[src/rtl/serial_tx_framer_pkg.sv]
// Shared types and helpers for the serial transmit path (framer and future receive-side checker).
package serial_tx_framer_pkg;

    typedef enum logic [1:0] {
        IDLE   = 2'd0,
        DATA   = 2'd1,
        PARITY = 2'd2,
        GAP    = 2'd3
    } tx_state_t;

    // Zero-extension does not change the XOR, so one function serves every word width.
    function automatic logic even_parity(input logic [63:0] word);
        return ^word;
    endfunction

endpackage

[src/rtl/serial_tx_framer_if.sv]
// Parallel word handshake plus serial-side outputs of the framer.
interface serial_tx_framer_if #(
    parameter int WIDTH = 4
);
    logic [WIDTH-1:0] in_data;
    logic             in_valid;
    logic             in_ready;
    logic             s_out;
    logic             s_valid;
    logic             frame_start;
    logic             busy;

    modport master (
        output in_data, in_valid,
        input  in_ready, s_out, s_valid, frame_start, busy
    );

    modport slave (
        input  in_data, in_valid,
        output in_ready, s_out, s_valid, frame_start, busy
    );
endinterface

[src/rtl/serial_tx_framer_bit_tick_gen.sv]
// Bit-time divider: counts 0..CLK_DIV-1 while enabled and pulses bit_tick on the last count.
module serial_tx_framer_bit_tick_gen #(
    parameter int CLK_DIV = 1
) (
    input  logic clk,
    input  logic rst,
    input  logic en,
    input  logic clear,
    output logic bit_tick
);
    localparam int CW = $clog2(CLK_DIV + 1);
    localparam logic [CW-1:0] LAST = CW'(CLK_DIV - 1);

    logic [CW-1:0] cnt;

    // NOTE: sequential state uses non-blocking (<=) so every flop samples pre-edge values.
    always_ff @(posedge clk or posedge rst) begin
        if (rst) begin
            cnt <= '0;
        end else if (clear) begin
            cnt <= '0;
        end else if (en) begin
            cnt <= (cnt == LAST) ? '0 : cnt + 1'b1;
        end
    end

    assign bit_tick = en && (cnt == LAST);

endmodule

[src/rtl/serial_tx_framer.sv]
// Parallel-to-serial framer: data bits, optional even parity, optional idle gap, then IDLE.
module serial_tx_framer
    import serial_tx_framer_pkg::*;
#(
    parameter int WIDTH     = 4,
    parameter int MSB_FIRST = 0,
    parameter int CLK_DIV   = 1,
    parameter int PARITY_EN = 1,
    parameter int GAP_BITS  = 1
) (
    input  logic clk,
    input  logic rst,
    serial_tx_framer_if.slave bus
);
    localparam int BIT_W = $clog2(WIDTH + 1);
    localparam int GAP_W = $clog2(GAP_BITS + 2);
    localparam logic [BIT_W-1:0] LAST_BIT = BIT_W'(WIDTH - 1);
    localparam logic [GAP_W-1:0] LAST_GAP = GAP_W'((GAP_BITS > 0) ? GAP_BITS - 1 : 0);

    tx_state_t        state, state_d;
    logic [WIDTH-1:0] word_q, word_d;
    logic [BIT_W-1:0] bit_cnt_q, bit_cnt_d;
    logic [GAP_W-1:0] gap_cnt_q, gap_cnt_d;
    logic             par_q, par_d;
    logic             s_out_q, s_out_d;
    logic             s_valid_q, s_valid_d;
    logic             frame_start_q, frame_start_d;
    logic             load;
    logic             bit_tick;

    serial_tx_framer_bit_tick_gen #(
        .CLK_DIV (CLK_DIV)
    ) u_tick (
        .clk      (clk),
        .rst      (rst),
        .en       (state != IDLE),
        .clear    (state == IDLE),
        .bit_tick (bit_tick)
    );

    assign load = (state == IDLE) && bus.in_valid;

    // NOTE: every always_comb output gets a default first, so no path can infer a latch.
    always_comb begin
        state_d   = state;
        word_d    = word_q;
        bit_cnt_d = bit_cnt_q;
        gap_cnt_d = gap_cnt_q;
        par_d     = par_q;

        unique case (state)
            IDLE: begin
                if (load) begin
                    state_d   = DATA;
                    word_d    = bus.in_data;
                    par_d     = even_parity(64'(bus.in_data));
                    bit_cnt_d = '0;
                    gap_cnt_d = '0;
                end
            end
            DATA: begin
                if (bit_tick) begin
                    word_d = (MSB_FIRST != 0) ? (word_q << 1) : (word_q >> 1);
                    if (bit_cnt_q == LAST_BIT) begin
                        bit_cnt_d = '0;
                        if (PARITY_EN != 0)    state_d = PARITY;
                        else if (GAP_BITS > 0) state_d = GAP;
                        else                   state_d = IDLE;
                    end else begin
                        bit_cnt_d = bit_cnt_q + 1'b1;
                    end
                end
            end
            PARITY: begin
                if (bit_tick) state_d = (GAP_BITS > 0) ? GAP : IDLE;
            end
            GAP: begin
                if (bit_tick) begin
                    if (gap_cnt_q == LAST_GAP) begin
                        gap_cnt_d = '0;
                        state_d   = IDLE;
                    end else begin
                        gap_cnt_d = gap_cnt_q + 1'b1;
                    end
                end
            end
            default: state_d = IDLE;
        endcase

        // Outputs are registered, so they are derived from the values the next cycle will hold.
        s_valid_d     = (state_d == DATA) || (state_d == PARITY);
        frame_start_d = load;
        s_out_d       = 1'b0;
        if (state_d == DATA)
            s_out_d = (MSB_FIRST != 0) ? word_d[WIDTH-1] : word_d[0];
        else if (state_d == PARITY)
            s_out_d = par_d;
    end

    always_ff @(posedge clk or posedge rst) begin
        if (rst) begin
            state         <= IDLE;
            word_q        <= '0;
            bit_cnt_q     <= '0;
            gap_cnt_q     <= '0;
            par_q         <= 1'b0;
            s_out_q       <= 1'b0;
            s_valid_q     <= 1'b0;
            frame_start_q <= 1'b0;
        end else begin
            state         <= state_d;
            word_q        <= word_d;
            bit_cnt_q     <= bit_cnt_d;
            gap_cnt_q     <= gap_cnt_d;
            par_q         <= par_d;
            s_out_q       <= s_out_d;
            s_valid_q     <= s_valid_d;
            frame_start_q <= frame_start_d;
        end
    end

    assign bus.in_ready    = (state == IDLE);
    assign bus.busy        = (state != IDLE);
    assign bus.s_out       = s_out_q;
    assign bus.s_valid     = s_valid_q;
    assign bus.frame_start = frame_start_q;

endmodule
[src/flat_wrapper.sv]
// flat-port wrapper written by rule: the top's interface ports become plain ports
module serial_tx_framer_flat import serial_tx_framer_pkg::*;
#(
    parameter int WIDTH     = 4,
    parameter int MSB_FIRST = 0,
    parameter int CLK_DIV   = 1,
    parameter int PARITY_EN = 1,
    parameter int GAP_BITS  = 1
)
  (clk, rst, bus_in_data, bus_in_valid, bus_in_ready, bus_s_out, bus_s_valid, bus_frame_start, bus_busy);
  serial_tx_framer_if #(.WIDTH(WIDTH)) bus_i ();
  input  logic clk;
  input  logic rst;
  input wire logic [$bits(bus_i.in_data)-1:0] bus_in_data;
  input wire logic [$bits(bus_i.in_valid)-1:0] bus_in_valid;
  output wire logic [$bits(bus_i.in_ready)-1:0] bus_in_ready;
  output wire logic [$bits(bus_i.s_out)-1:0] bus_s_out;
  output wire logic [$bits(bus_i.s_valid)-1:0] bus_s_valid;
  output wire logic [$bits(bus_i.frame_start)-1:0] bus_frame_start;
  output wire logic [$bits(bus_i.busy)-1:0] bus_busy;
  assign bus_i.in_data = bus_in_data;
  assign bus_i.in_valid = bus_in_valid;
  assign bus_in_ready = bus_i.in_ready;
  assign bus_s_out = bus_i.s_out;
  assign bus_s_valid = bus_i.s_valid;
  assign bus_frame_start = bus_i.frame_start;
  assign bus_busy = bus_i.busy;
  serial_tx_framer #(.WIDTH(WIDTH), .MSB_FIRST(MSB_FIRST), .CLK_DIV(CLK_DIV), .PARITY_EN(PARITY_EN), .GAP_BITS(GAP_BITS)) u_core (.clk(clk), .rst(rst), .bus(bus_i));
endmodule
[config.mk]
export PLATFORM = sky130hd
export DESIGN_NAME = serial_tx_framer_flat
export DESIGN_NICKNAME = d
export VERILOG_FILES = /design/src/rtl/serial_tx_framer_pkg.sv /design/src/rtl/serial_tx_framer_if.sv /design/src/rtl/serial_tx_framer_bit_tick_gen.sv /design/src/rtl/serial_tx_framer.sv /design/src/flat_wrapper.sv
export SDC_FILE = /design/constraint.sdc
export NUM_CORES = 1
export LEC_CHECK = 0
export BUFFER_PORTS_ARGS = -buffer_cell sky130_fd_sc_hd__buf_2
export CAP_MARGIN = 20
export CORE_UTILIZATION = 54
export CTS_CLUSTER_DIAMETER = 100
export DETAILED_ROUTE_END_ITERATION = 6
export PLACE_DENSITY = 0.76
export SYNTH_ARGS = -nofsm -noshare
export SYNTH_HDL_FRONTEND = slang
export SYNTH_SLANG_ARGS = --single-unit
[constraint.sdc]
create_clock -name clk -period 2.1 [get_ports clk]
set_input_delay 0.105 -clock clk [delete_from_list [all_inputs] [get_ports clk]]
set_output_delay 0.105 -clock clk [all_outputs]
set_load 0.03 [all_outputs]
==> impl_metrics.ini, run 1 <==
[status]
status = finished, final reports clean

[route]
via_per_inst = 5.58
dr.first_iter.drc_count = 26
detail-route-antenna-nets = 0
routed_wirelength_mm = 1.56
wl_per_cell_um = 13.1
first_pass_iters = 5
drc = 0
vias = 664

[layout]
final_cells = 119
antennaDiodeCount = 0
seqCellArea_um2 = 375
drive_gt1_share_pct = 22.3
final_cell_area_um2 = 1000
multi_input_area_um2 = 462
nNetsFinal = 121
area_growth_pct = 15.3
fillers = 133
fin_util_pct = 66.4

[synth]
syn_area_per_cell_um2 = 9.87
synth_area_leader_cell = dfrtp_1
synth_edf_count = 0
async_flop_share_pct = 100
synth.most_common_cell = dfrtp_1
synth_area_um2 = 868
synthCells = 88
yosysSeqAreaShare_pct = 43.2
ys_seq_elements = 15
yosys_warnings = 0
ys_types = 28
synth_nets = 105
synth.area.top_cells = dfrtp_1 43%, ha_1 14%, a22o_1 5.0%, inv_1 4.3%, o21ai_0 3.5%
synthTopCellsByCount = 15 x dfrtp_1, 10 x ha_1, 10 x inv_1
synth_top_area_share_pct = 43.2
synth_ff_type = dfrtp_1

[power]
power.share.switching_pct = 44.7
p_leak_nw = 0.471
p_int_mw = 0.830
seq_power_share_pct = 29.5
power_per_cell_area_nw_per_um2 = 1500
power_mw = 1.50
p_comb_share_pct = 59.5
vdd_drop_max_uv = 884
p_sw_mw = 0.672
p_clk_share_pct = 11.0

[die]
die_x_um = 42.1
io_pins = 12
die_h_um = 42.1
core.rowCount = 14
die-area_um2 = 1770
core_um2 = 1510
floorplan.initialDensity_pct = 57.6

[timing]
setup_tns_ns = 0
finalCritPeriodShare_pct = 94.7
hold_viol_final = 0
tightest_slew_ns = 0.589
holdWs_ns = 0.129
fmaxAchievable_mhz = 503
rsz0062_at_grt = false
setup_viol = 0
finClkSkew_ns = 0.00611
fin_ws_ns = 0.110
post-route-min-period_ns = 1.99
report.final.slew_viol_count = 0
max-slew-margin-rel_pct = 60.7

[place]
placed_area_um2 = 962
gp_congestion = 0.855
port_buffers = 11
pre_cts_ws_ns = 0.120
dp.cells = 114
hpwl_mm = 1.14

[setup_path]
r2r-start = u_core.state[0]
critical_path.max_stage_delay_ns = 0.45
ff2ff_setup_slack_ns = 0.11
ff2ff_path_depth = 8
path_cells = ha_1, nand2b_1, a21oi_1, a311o_1, o21a_1, ha_1, nor2b_1, a22o_1
worstPathArrival_ns = 2.17
worst_setup_path_start_kind = flip-flop
end_kind = flip-flop
worst_path_most_repeated_cell = ha_1
crit_type = reg -> reg
critPathSlowestCell = dfrtp_1
crit_required_ns = 2.28
r2r_end = u_core.bus.s_out
crit_fanout = 5

[cts]
post_cts_buffers = 0
htree_levels = 1
clock_latency_ns = 0.28
cts_root_buf = clkbuf_4
clockBufferDepth = 2
cts_tree = yes
cts.sinks = 15
numCtsBuffers = 3
clk_transition_reported_paths_ns = 0.09

[global_route]
grt_pass1_vias = 640
grt_max_degree = 19
grt_pass1_wl_mm = 2.60
antenna_found_initial = 0
grtUsageTotal_pct = 19.1
overflow = 0

[hold_path]
holdPathEnd = u_core.word_q[0]
min_path_type = in -> reg
holdPathStages = 3
hold_start = bus_in_data[0]

[run]
maxCapViolations = 0
[per-layer routing]
metal  vias up  track usage (%)  part of all wire [%]
met3         2             2.59                   2.9
met2        14             33.1                    46
met1       311             24.9                    50
met4         0             5.63                  0.77
li1        337                -                     -
met5         -                0                     0
[critical path: cells and delay by family (launching register included)]
kind | cells | cell delay (ns)
flops | 1 | 0.45
simple gates | 2 | 0.23
compound gates | 4 | 0.79
fa+ha+maj | 2 | 0.42
[cell families after synthesis]
| logic type | after synthesis | share of synthesized area (%) |
|---|---|---|
| flops | 15 | 43.2 |
| xor+xnor | 3 | 3.03 |
| fa+ha+maj | 10 | 14.4 |
| simple gates | 22 | 13.1 |
| buf+inv | 13 | 5.91 |
| compound gates | 25 | 20.3 |
[cells in the final DEF, fill, tap and decap left out, types with 2 or more instances in the layout]
cell type | Yosys | final
nand3_1 | 3 | 3
dfrtp_1 | 15 | 15
ha_2 | 0 | 2
inv_1 | 10 | 8
nand2_1 | 7 | 6
nor2_1 | 3 | 3
a21oi_1 | 4 | 4
clkbuf_4 | 0 | 3
a21o_1 | 2 | 2
buf_2 | 1 | 11
xnor2_1 | 3 | 3
ha_1 | 10 | 7
a22o_1 | 5 | 5
o21ai_0 | 6 | 6
nand2b_1 | 4 | 4
[worst max path at each step]
stage,from,end,slack [ns],depth (start not counted)
6_report,u_core.state[0],u_core.bus.s_out,0.11,8
2_1_floorplan,u_core.state[1],u_core.bus.s_out,0.02,10
3_5_place_dp,u_core.state[1],u_core.bus.s_out,0.12,9
3_3_place_gp,u_core.state[0],u_core.bus.s_out,0.15,8
5_1_grt,u_core.state[0],u_core.bus.s_out,0.04,8
4_1_cts,u_core.state[1],u_core.bus.s_out,0.11,9
[state kept, by name (all words and copies together) (netlist names)]
register / count
u_core.word_q: 4
u_core.bit_cnt_q: 3
u_core.gap_cnt_q: 2
u_core.state: 2
u_core.bus.frame_start: 1
u_core.bus.s_out: 1
u_core.bus.s_valid: 1
u_core.par_q: 1
[power by group through the flow]
stage	logic [mW]	registers, mW	clock network, mW
after global placement	0.868	0.443	0
final	0.894	0.443	0.165
after floorplan	0.684	0.476	0
after CTS	0.897	0.443	0.169
after global routing	0.994	0.451	0.180
after detailed placement	0.893	0.449	0
[final cells by class]
class	instances	area share [%]
repair buffers	13	7.25
flip-flops and latches	15	37.5
clock buffers	4	2.63
well taps	16	2.00
multi-input cells	60	46.1
inverters	11	4.50
[repair_timing]
action | 4_1_cts | 5_1_grt
endpoints found under the setup margin | 0 | 1
hold buffers | 1 | 0
resized for setup | 0 | 1
endpoints found under the hold margin | 15 | 0
(Power assumes the default switching activity.)
==> run 2: changes to the inputs <==
--- a/config.mk
+++ b/config.mk
@@ -7,10 +7,12 @@
 export LEC_CHECK = 0
 export BUFFER_PORTS_ARGS = -buffer_cell sky130_fd_sc_hd__buf_2
 export CAP_MARGIN = 20
-export CORE_UTILIZATION = 54
+export CORE_MARGIN = 5
+export CORE_UTILIZATION = 53
 export CTS_CLUSTER_DIAMETER = 100
 export DETAILED_ROUTE_END_ITERATION = 6
-export PLACE_DENSITY = 0.76
+export PLACE_DENSITY = 0.75
 export SYNTH_ARGS = -nofsm -noshare
 export SYNTH_HDL_FRONTEND = slang
+export SYNTH_HIERARCHICAL = 1
 export SYNTH_SLANG_ARGS = --single-unit
==> run 2 against run 1 <==
Against the previous run: sequential share of layout area up 4.0 points; total power decreased by 21%; first-iteration DRC count decreased by 62%; cell count decreased by 9.2%; critical endpoint is now u_core/bus.s_out; largest power group unchanged.
==> impl_metrics.ini, run 2 <==
[synth]
synth_top_family_by_area = compound AO/OA/AOI/OAI gates
yosysSeqAreaShare_pct = 47.5
synthCells = 77
ys_types = 26
synth_edf_count = 0
synth_area_um2 = 790
synth_fa_ha_area_share_pct = 7.92
syn_area_per_cell_um2 = 10.3
synth.area.top_cells = dfrtp_1 48%, ha_1 7.9%, nand2_1 4.3%, inv_1 3.8%, xnor2_1 3.3%
synth_nets = 89
yosys_warnings = 6
async_flop_share_pct = 100
synth_area_leader_cell = dfrtp_1
synthTopCellsByCount = 15 x dfrtp_1, 9 x nand2_1, 8 x inv_1
synth_top_area_share_pct = 47.5
synth_ff_type = dfrtp_1
synth.mux.area_fraction_pct = 0
synthSimpleGateAreaFrac_pct = 17.7
synth-xor-area-share_pct = 3.33
synth.most_common_cell = dfrtp_1
ys_seq_elements = 15
synth_compound_area_share_pct = 18.2

[layout]
drive_gt1_share_pct = 22.8
nNetsFinal = 105
reg_top3 = u_core/word_q x4, u_core/bit_cnt_q x3
final_cell_mix = 15 x dfrtp_1, 11 x buf_2, 9 x nand2_1
antennaDiodeCount = 0
fin_util_pct = 62.2
top_register = u_core/word_q
area_growth_pct = 14.6
largest_reg_flops = 4
layout_commonest_cell = dfrtp_1

[timing]
rsz0062_at_grt = false
finalCritPeriodShare_pct = 87.1
report.final.slew_viol_count = 0
fmaxAchievable_mhz = 547
hold_viol_final = 0
finClkSkew_ns = 0.00232
post-route-min-period_ns = 1.83
setup_tns_ns = 0
tightest_slew_ns = 0.565
max-slew-margin-rel_pct = 62.3
setup_viol = 0

[global_route]
grt_pass1_vias = 625
grtUsageTotal_pct = 14.1
grt_max_degree = 16
grt_pass1_wl_mm = 2.67
antenna_found_initial = 0
overflow = 0

[power]
p_comb_share_pct = 47.7
seq_power_share_pct = 38.4
power.share.switching_pct = 42.7
vdd_drop_max_uv = 733
p_leak_nw = 0.448
p_sw_mw = 0.505
p_clk_share_pct = 13.9
p_int_mw = 0.678
power_per_cell_area_nw_per_um2 = 1310

[place]
gp_congestion = 0.756
port_buffers = 11
hpwl_mm = 1.12

[die]
die-area_um2 = 2360
io_pins = 12
die_h_um = 48.6
core_um2 = 1450
die_x_um = 48.6
floorplan.initialDensity_pct = 54.3
core.rowCount = 14

[route]
first_pass_iters = 4
detail-route-antenna-nets = 0
wl_per_cell_um = 13.3
routed_wirelength_mm = 1.44
dr.first_iter.drc_count = 10
via_per_inst = 5.30
vias = 572
drc = 0

[setup_path]
worstPathArrival_ns = 2.03
crit_fanout = 9
crit_required_ns = 2.30
ff2ff_setup_slack_ns = 0.27
worst_setup_path_start_kind = flip-flop
end_kind = flip-flop
crit_type = reg -> reg

[run]
maxCapViolations = 0

[hold_path]
min_path_type = in -> reg

[cts]
clk_transition_reported_paths_ns = 0.09
cts_root_buf = clkbuf_4
cts.sinks = 15
cts_tree = yes
post_cts_buffers = 0
numCtsBuffers = 3
clockBufferDepth = 2
clock_latency_ns = 0.28
htree_levels = 1
cts_resized = 0

[status]
status = finished, final reports clean
-- run 2: cell count changes after synthesis, moves of 3 or more --
cell,previous run,this run
ha_1,10,5
a22o_1,5,1
nor2_1,3,6
o22ai_1,0,3
nand2b_1,4,1
a22oi_1,0,3
o21ai_0,6,3
nand3_1,3,0
-- run 2: path summary, 6_finish.rpt --
kind	startpoint	to	cells after the start
worst min-delay path	bus_in_data[2]	u_core/word_q[2]	3
worst min register to register	u_core/word_q[0]	u_core/word_q[0]	2
min in group asynchronous	rst	u_core/bus.frame_start	3
worst max-delay path	u_core/state[1]	u_core/bus.s_out	10
worst max register to register	u_core/state[1]	u_core/bus.s_out	10
max in group asynchronous	rst	u_core/bus.s_valid	3
-- run 2: final cells by class --
type                    count  area [µm²]
clock buffers               4        26.3
flip-flops and latches     15         375
inverters                   8        30.0
repair buffers             13        72.6
multi-input cells          52         380
well taps                  16        20.0
fillers                   130         549
-- run 2: kinds of logic after synthesis --
| family | count (synthesis) |
|---|---|
| flip-flops | 15 |
| buffers and inverters | 10 |
| XOR/XNOR | 3 |
| AO/OA/AOI/OAI | 20 |
| AND/OR/NAND/NOR | 24 |
| adder cells (fa/ha/maj) | 5 |
-- run 2: stage by stage --
step / std cells / hold WS, ns / power [mW] / instance area (µm²) / worst slack (ns)
after floorplan: 77 / 0.00648 / 0.902 / 798 / 0.000197
after global placement: 103 / 0.173 / 1.00 / 868 / 0.343
after detailed placement: 103 / 0.186 / 1.03 / 868 / 0.285
after CTS: 108 / 0.0844 / 1.20 / 905 / 0.264
after global routing: 108 / 0.0880 / 1.29 / 905 / 0.0768
final: 108 / 0.0944 / 1.18 / 905 / 0.270
-- run 2: per-layer routing --
layer | vias up | part of all wire [%] | wire length (µm) | track usage, %
met2 | 8 | 51 | 730 | 22.8
met1 | 269 | 45 | 643 | 16.9
met4 | 0 | 0.70 | 10 | 6.73
met3 | 2 | 3.7 | 53 | 4.29
met5 | - | 0 | 0 | 0
li1 | 293 | - | - | -
-- run 2: power groups by stage --
stage,clock network [mW],registers [mW],logic [mW]
2_1_floorplan,0,0.477,0.425
4_1_cts,0.173,0.452,0.571
6_report,0.165,0.454,0.564
3_5_place_dp,0,0.458,0.568
5_1_grt,0.188,0.469,0.637
3_3_place_gp,0,0.454,0.549
-- run 2: worst max-delay path, cell delays in order (launching register included) --
cell	delay (ns)
dfrtp_1	0.57
nor2_4	0.05
inv_2	0.07
and2_1	0.21
nand2_1	0.11
o21ai_0	0.13
o21ai_1	0.12
ha_1	0.21
inv_1	0.07
o211ai_1	0.08
o22ai_1	0.12
-- run 2: repair_timing --
item                                    4_1_cts  5_1_grt
hold buffers                                  1        0
hold endpoints to repair                     15        0
endpoints found under the setup margin        0        0
==> run 3: changes to the inputs <==
--- a/config.mk
+++ b/config.mk
@@ -8,10 +8,11 @@
 export BUFFER_PORTS_ARGS = -buffer_cell sky130_fd_sc_hd__buf_2
 export CAP_MARGIN = 20
 export CORE_MARGIN = 5
-export CORE_UTILIZATION = 53
+export CORE_UTILIZATION = 55
+export CTS_BUF_LIST = sky130_fd_sc_hd__clkbuf_8
 export CTS_CLUSTER_DIAMETER = 100
 export DETAILED_ROUTE_END_ITERATION = 6
-export PLACE_DENSITY = 0.75
+export PLACE_DENSITY = 0.78
 export SYNTH_ARGS = -nofsm -noshare
 export SYNTH_HDL_FRONTEND = slang
 export SYNTH_HIERARCHICAL = 1
==> run 3 against run 2 <==
Against the previous run: setup slack got worse by 0.014 ns; non-clock buffer count unchanged; count of clock-buffer cells in the layout decreased by 1; global-route usage increased by 1.1 points; utilization increased by 6.9 points; final area increased by 1.9%; combinational power increased by 2%; critical path depth unchanged; via count increased by 1.4%.
==> impl_metrics.ini, run 3 (same netlist as run 2, synthesis figures left out) <==
[setup_path]
critical_path.max_stage_delay_ns = 0.48
r2r_end = u_core/bus.s_out
crit_start = u_core/state[0]
crit_fanout = 8
ff2ff_setup_slack_ns = 0.26
ff2ff_path_depth = 10
crit_required_ns = 2.24
path_cells = nor2_4, inv_2, and2_1, nand2_1, o21ai_0, o21ai_1, ha_1, inv_1, o211ai_1, o22ai_1
critPathSlowestCell = dfrtp_1
r2r-start = u_core/state[0]
worstPathArrival_ns = 1.98
crit_type = reg -> reg
worst_setup_path_start_kind = flip-flop
critPathCapture = u_core/bus.s_out
end_kind = flip-flop

[route]
routed-wl-met3_um = 65
via_per_inst = 5.42
wl_per_cell_um = 12.7
highest_layer = met4
drc = 0
wl_met1_um = 645
first_pass_iters = 4
routed_wirelength_mm = 1.36
dr.first_iter.drc_count = 11
vias = 580
detail-route-antenna-nets = 0
dr_wl_met2_um = 632

[cts]
post_cts_buffers = 0
cts_root_buf = clkbuf_8
clockBufferDepth = 2
htree_levels = 1
clk_transition_reported_paths_ns = 0.06
numCtsBuffers = 3
cts_resized = 0
clock_latency_ns = 0.25
cts.sinks = 15
cts_tree = yes
postCtsHoldBufs = 1

[power]
power_per_cell_area_nw_per_um2 = 1360
vdd_drop_max_uv = 914
p_sw_mw = 0.513
p_comb_share_pct = 46.2
p_leak_nw = 0.460
seq_power_share_pct = 35.6
power.share.switching_pct = 41.0
p_int_mw = 0.737
p_clk_share_pct = 18.3

[layout]
final_cell_mix = 15 x dfrtp_1, 11 x buf_2, 9 x nand2_1
area_growth_pct = 16.8
antennaDiodeCount = 0
reg_top3 = u_core/word_q x4, u_core/bit_cnt_q x3
seqCellArea_um2 = 375
multi_input_area_um2 = 380
final_cells = 107
top_register = u_core/word_q
layout_commonest_cell = dfrtp_1
nNetsFinal = 105
drive_gt1_share_pct = 22.8
largest_reg_flops = 4
fillers = 102

[global_route]
grtUsageTotal_pct = 15.2
grt_pass1_wl_mm = 2.34
antenna_found_initial = 0
grt_pass1_vias = 540
overflow = 0
grt_max_degree = 16

[place]
dp.cells = 102
hpwl_mm = 1.02
gp_congestion = 0.768
port_buffers = 11

[timing]
finClkSkew_ns = 0.0108
post-route-min-period_ns = 1.84
max-slew-margin-rel_pct = 63.2
hold_viol_final = 0
setup_viol = 0
tightest_slew_ns = 0.552
fmaxAchievable_mhz = 542
finalCritPeriodShare_pct = 87.8
report.final.slew_viol_count = 0
setup_tns_ns = 0
rsz0062_at_grt = false

[hold_path]
min_path_type = in -> reg

[die]
die_x_um = 47.9
floorplan.initialDensity_pct = 59.2
die_h_um = 47.9
core_um2 = 1330
core.rowCount = 13
die-area_um2 = 2290
io_pins = 12

[run]
maxCapViolations = 0

[status]
status = finished, final reports clean
## run 3: per-stage QoR
step | instance area (µm²) | setup WS, ns | hold WS [ns] | total power, mW | util, %
after detailed placement | 867 | 0.289 | 0.179 | 1.03 | 65.0
after CTS | 922 | 0.252 | 0.110 | 1.27 | 69.1
after global placement | 867 | 0.286 | 0.175 | 1.01 | 65.0
final | 922 | 0.256 | 0.118 | 1.25 | 69.1
after floorplan | 798 | 0.000197 | 0.00648 | 0.902 | -
after global routing | 922 | 0.0305 | 0.117 | 1.36 | 69.1
## run 3: worst min-delay path by stage
stage                        start  cells past startpoint                endpoint  slack, ns
detailed placement             rst                      2        u_core/word_q[0]       0.18
global route        bus_in_data[3]                      2        u_core/word_q[3]       0.12
finish              bus_in_data[2]                      3        u_core/word_q[2]       0.12
CTS                 bus_in_data[1]                      3        u_core/word_q[1]       0.11
floorplan                      rst                      1     u_core/bit_cnt_q[0]      0.006
global placement               rst                      2  u_core/bus.frame_start       0.18
## run 3: critical path, delay by kind of cell (launching register included)
kind / cells / cell delay, ns
simple gates: 3 / 0.46
fa+ha+maj: 1 / 0.17
buf+inv: 2 / 0.10
compound gates: 4 / 0.51
flops: 1 / 0.48
## run 3: final cells by class
class / count / share of cell area [%]
inverters: 8 / 3.26
clock buffers: 3 / 4.48
clock inverters: 1 / 0.407
flip-flops and latches: 15 / 40.7
repair buffers: 13 / 7.87
well taps: 15 / 2.04
multi-input cells: 52 / 41.2
## run 3: per-layer routing
metal | GRT usage, % | vias to the layer above
met5 | 0 | -
met4 | 4.84 | 0
met3 | 6.77 | 2
met2 | 20.8 | 9
met1 | 21.3 | 276
li1 | - | 293
## run 3: power groups by stage
| stage | sequential (mW) | clock, mW | combinational [mW] |
|---|---|---|---|
| after floorplan | 0.477 | 0 | 0.425 |
| after global placement | 0.445 | 0 | 0.566 |
| final | 0.444 | 0.228 | 0.577 |
| after CTS | 0.444 | 0.238 | 0.584 |
| after global routing | 0.457 | 0.252 | 0.654 |
| after detailed placement | 0.448 | 0 | 0.581 |
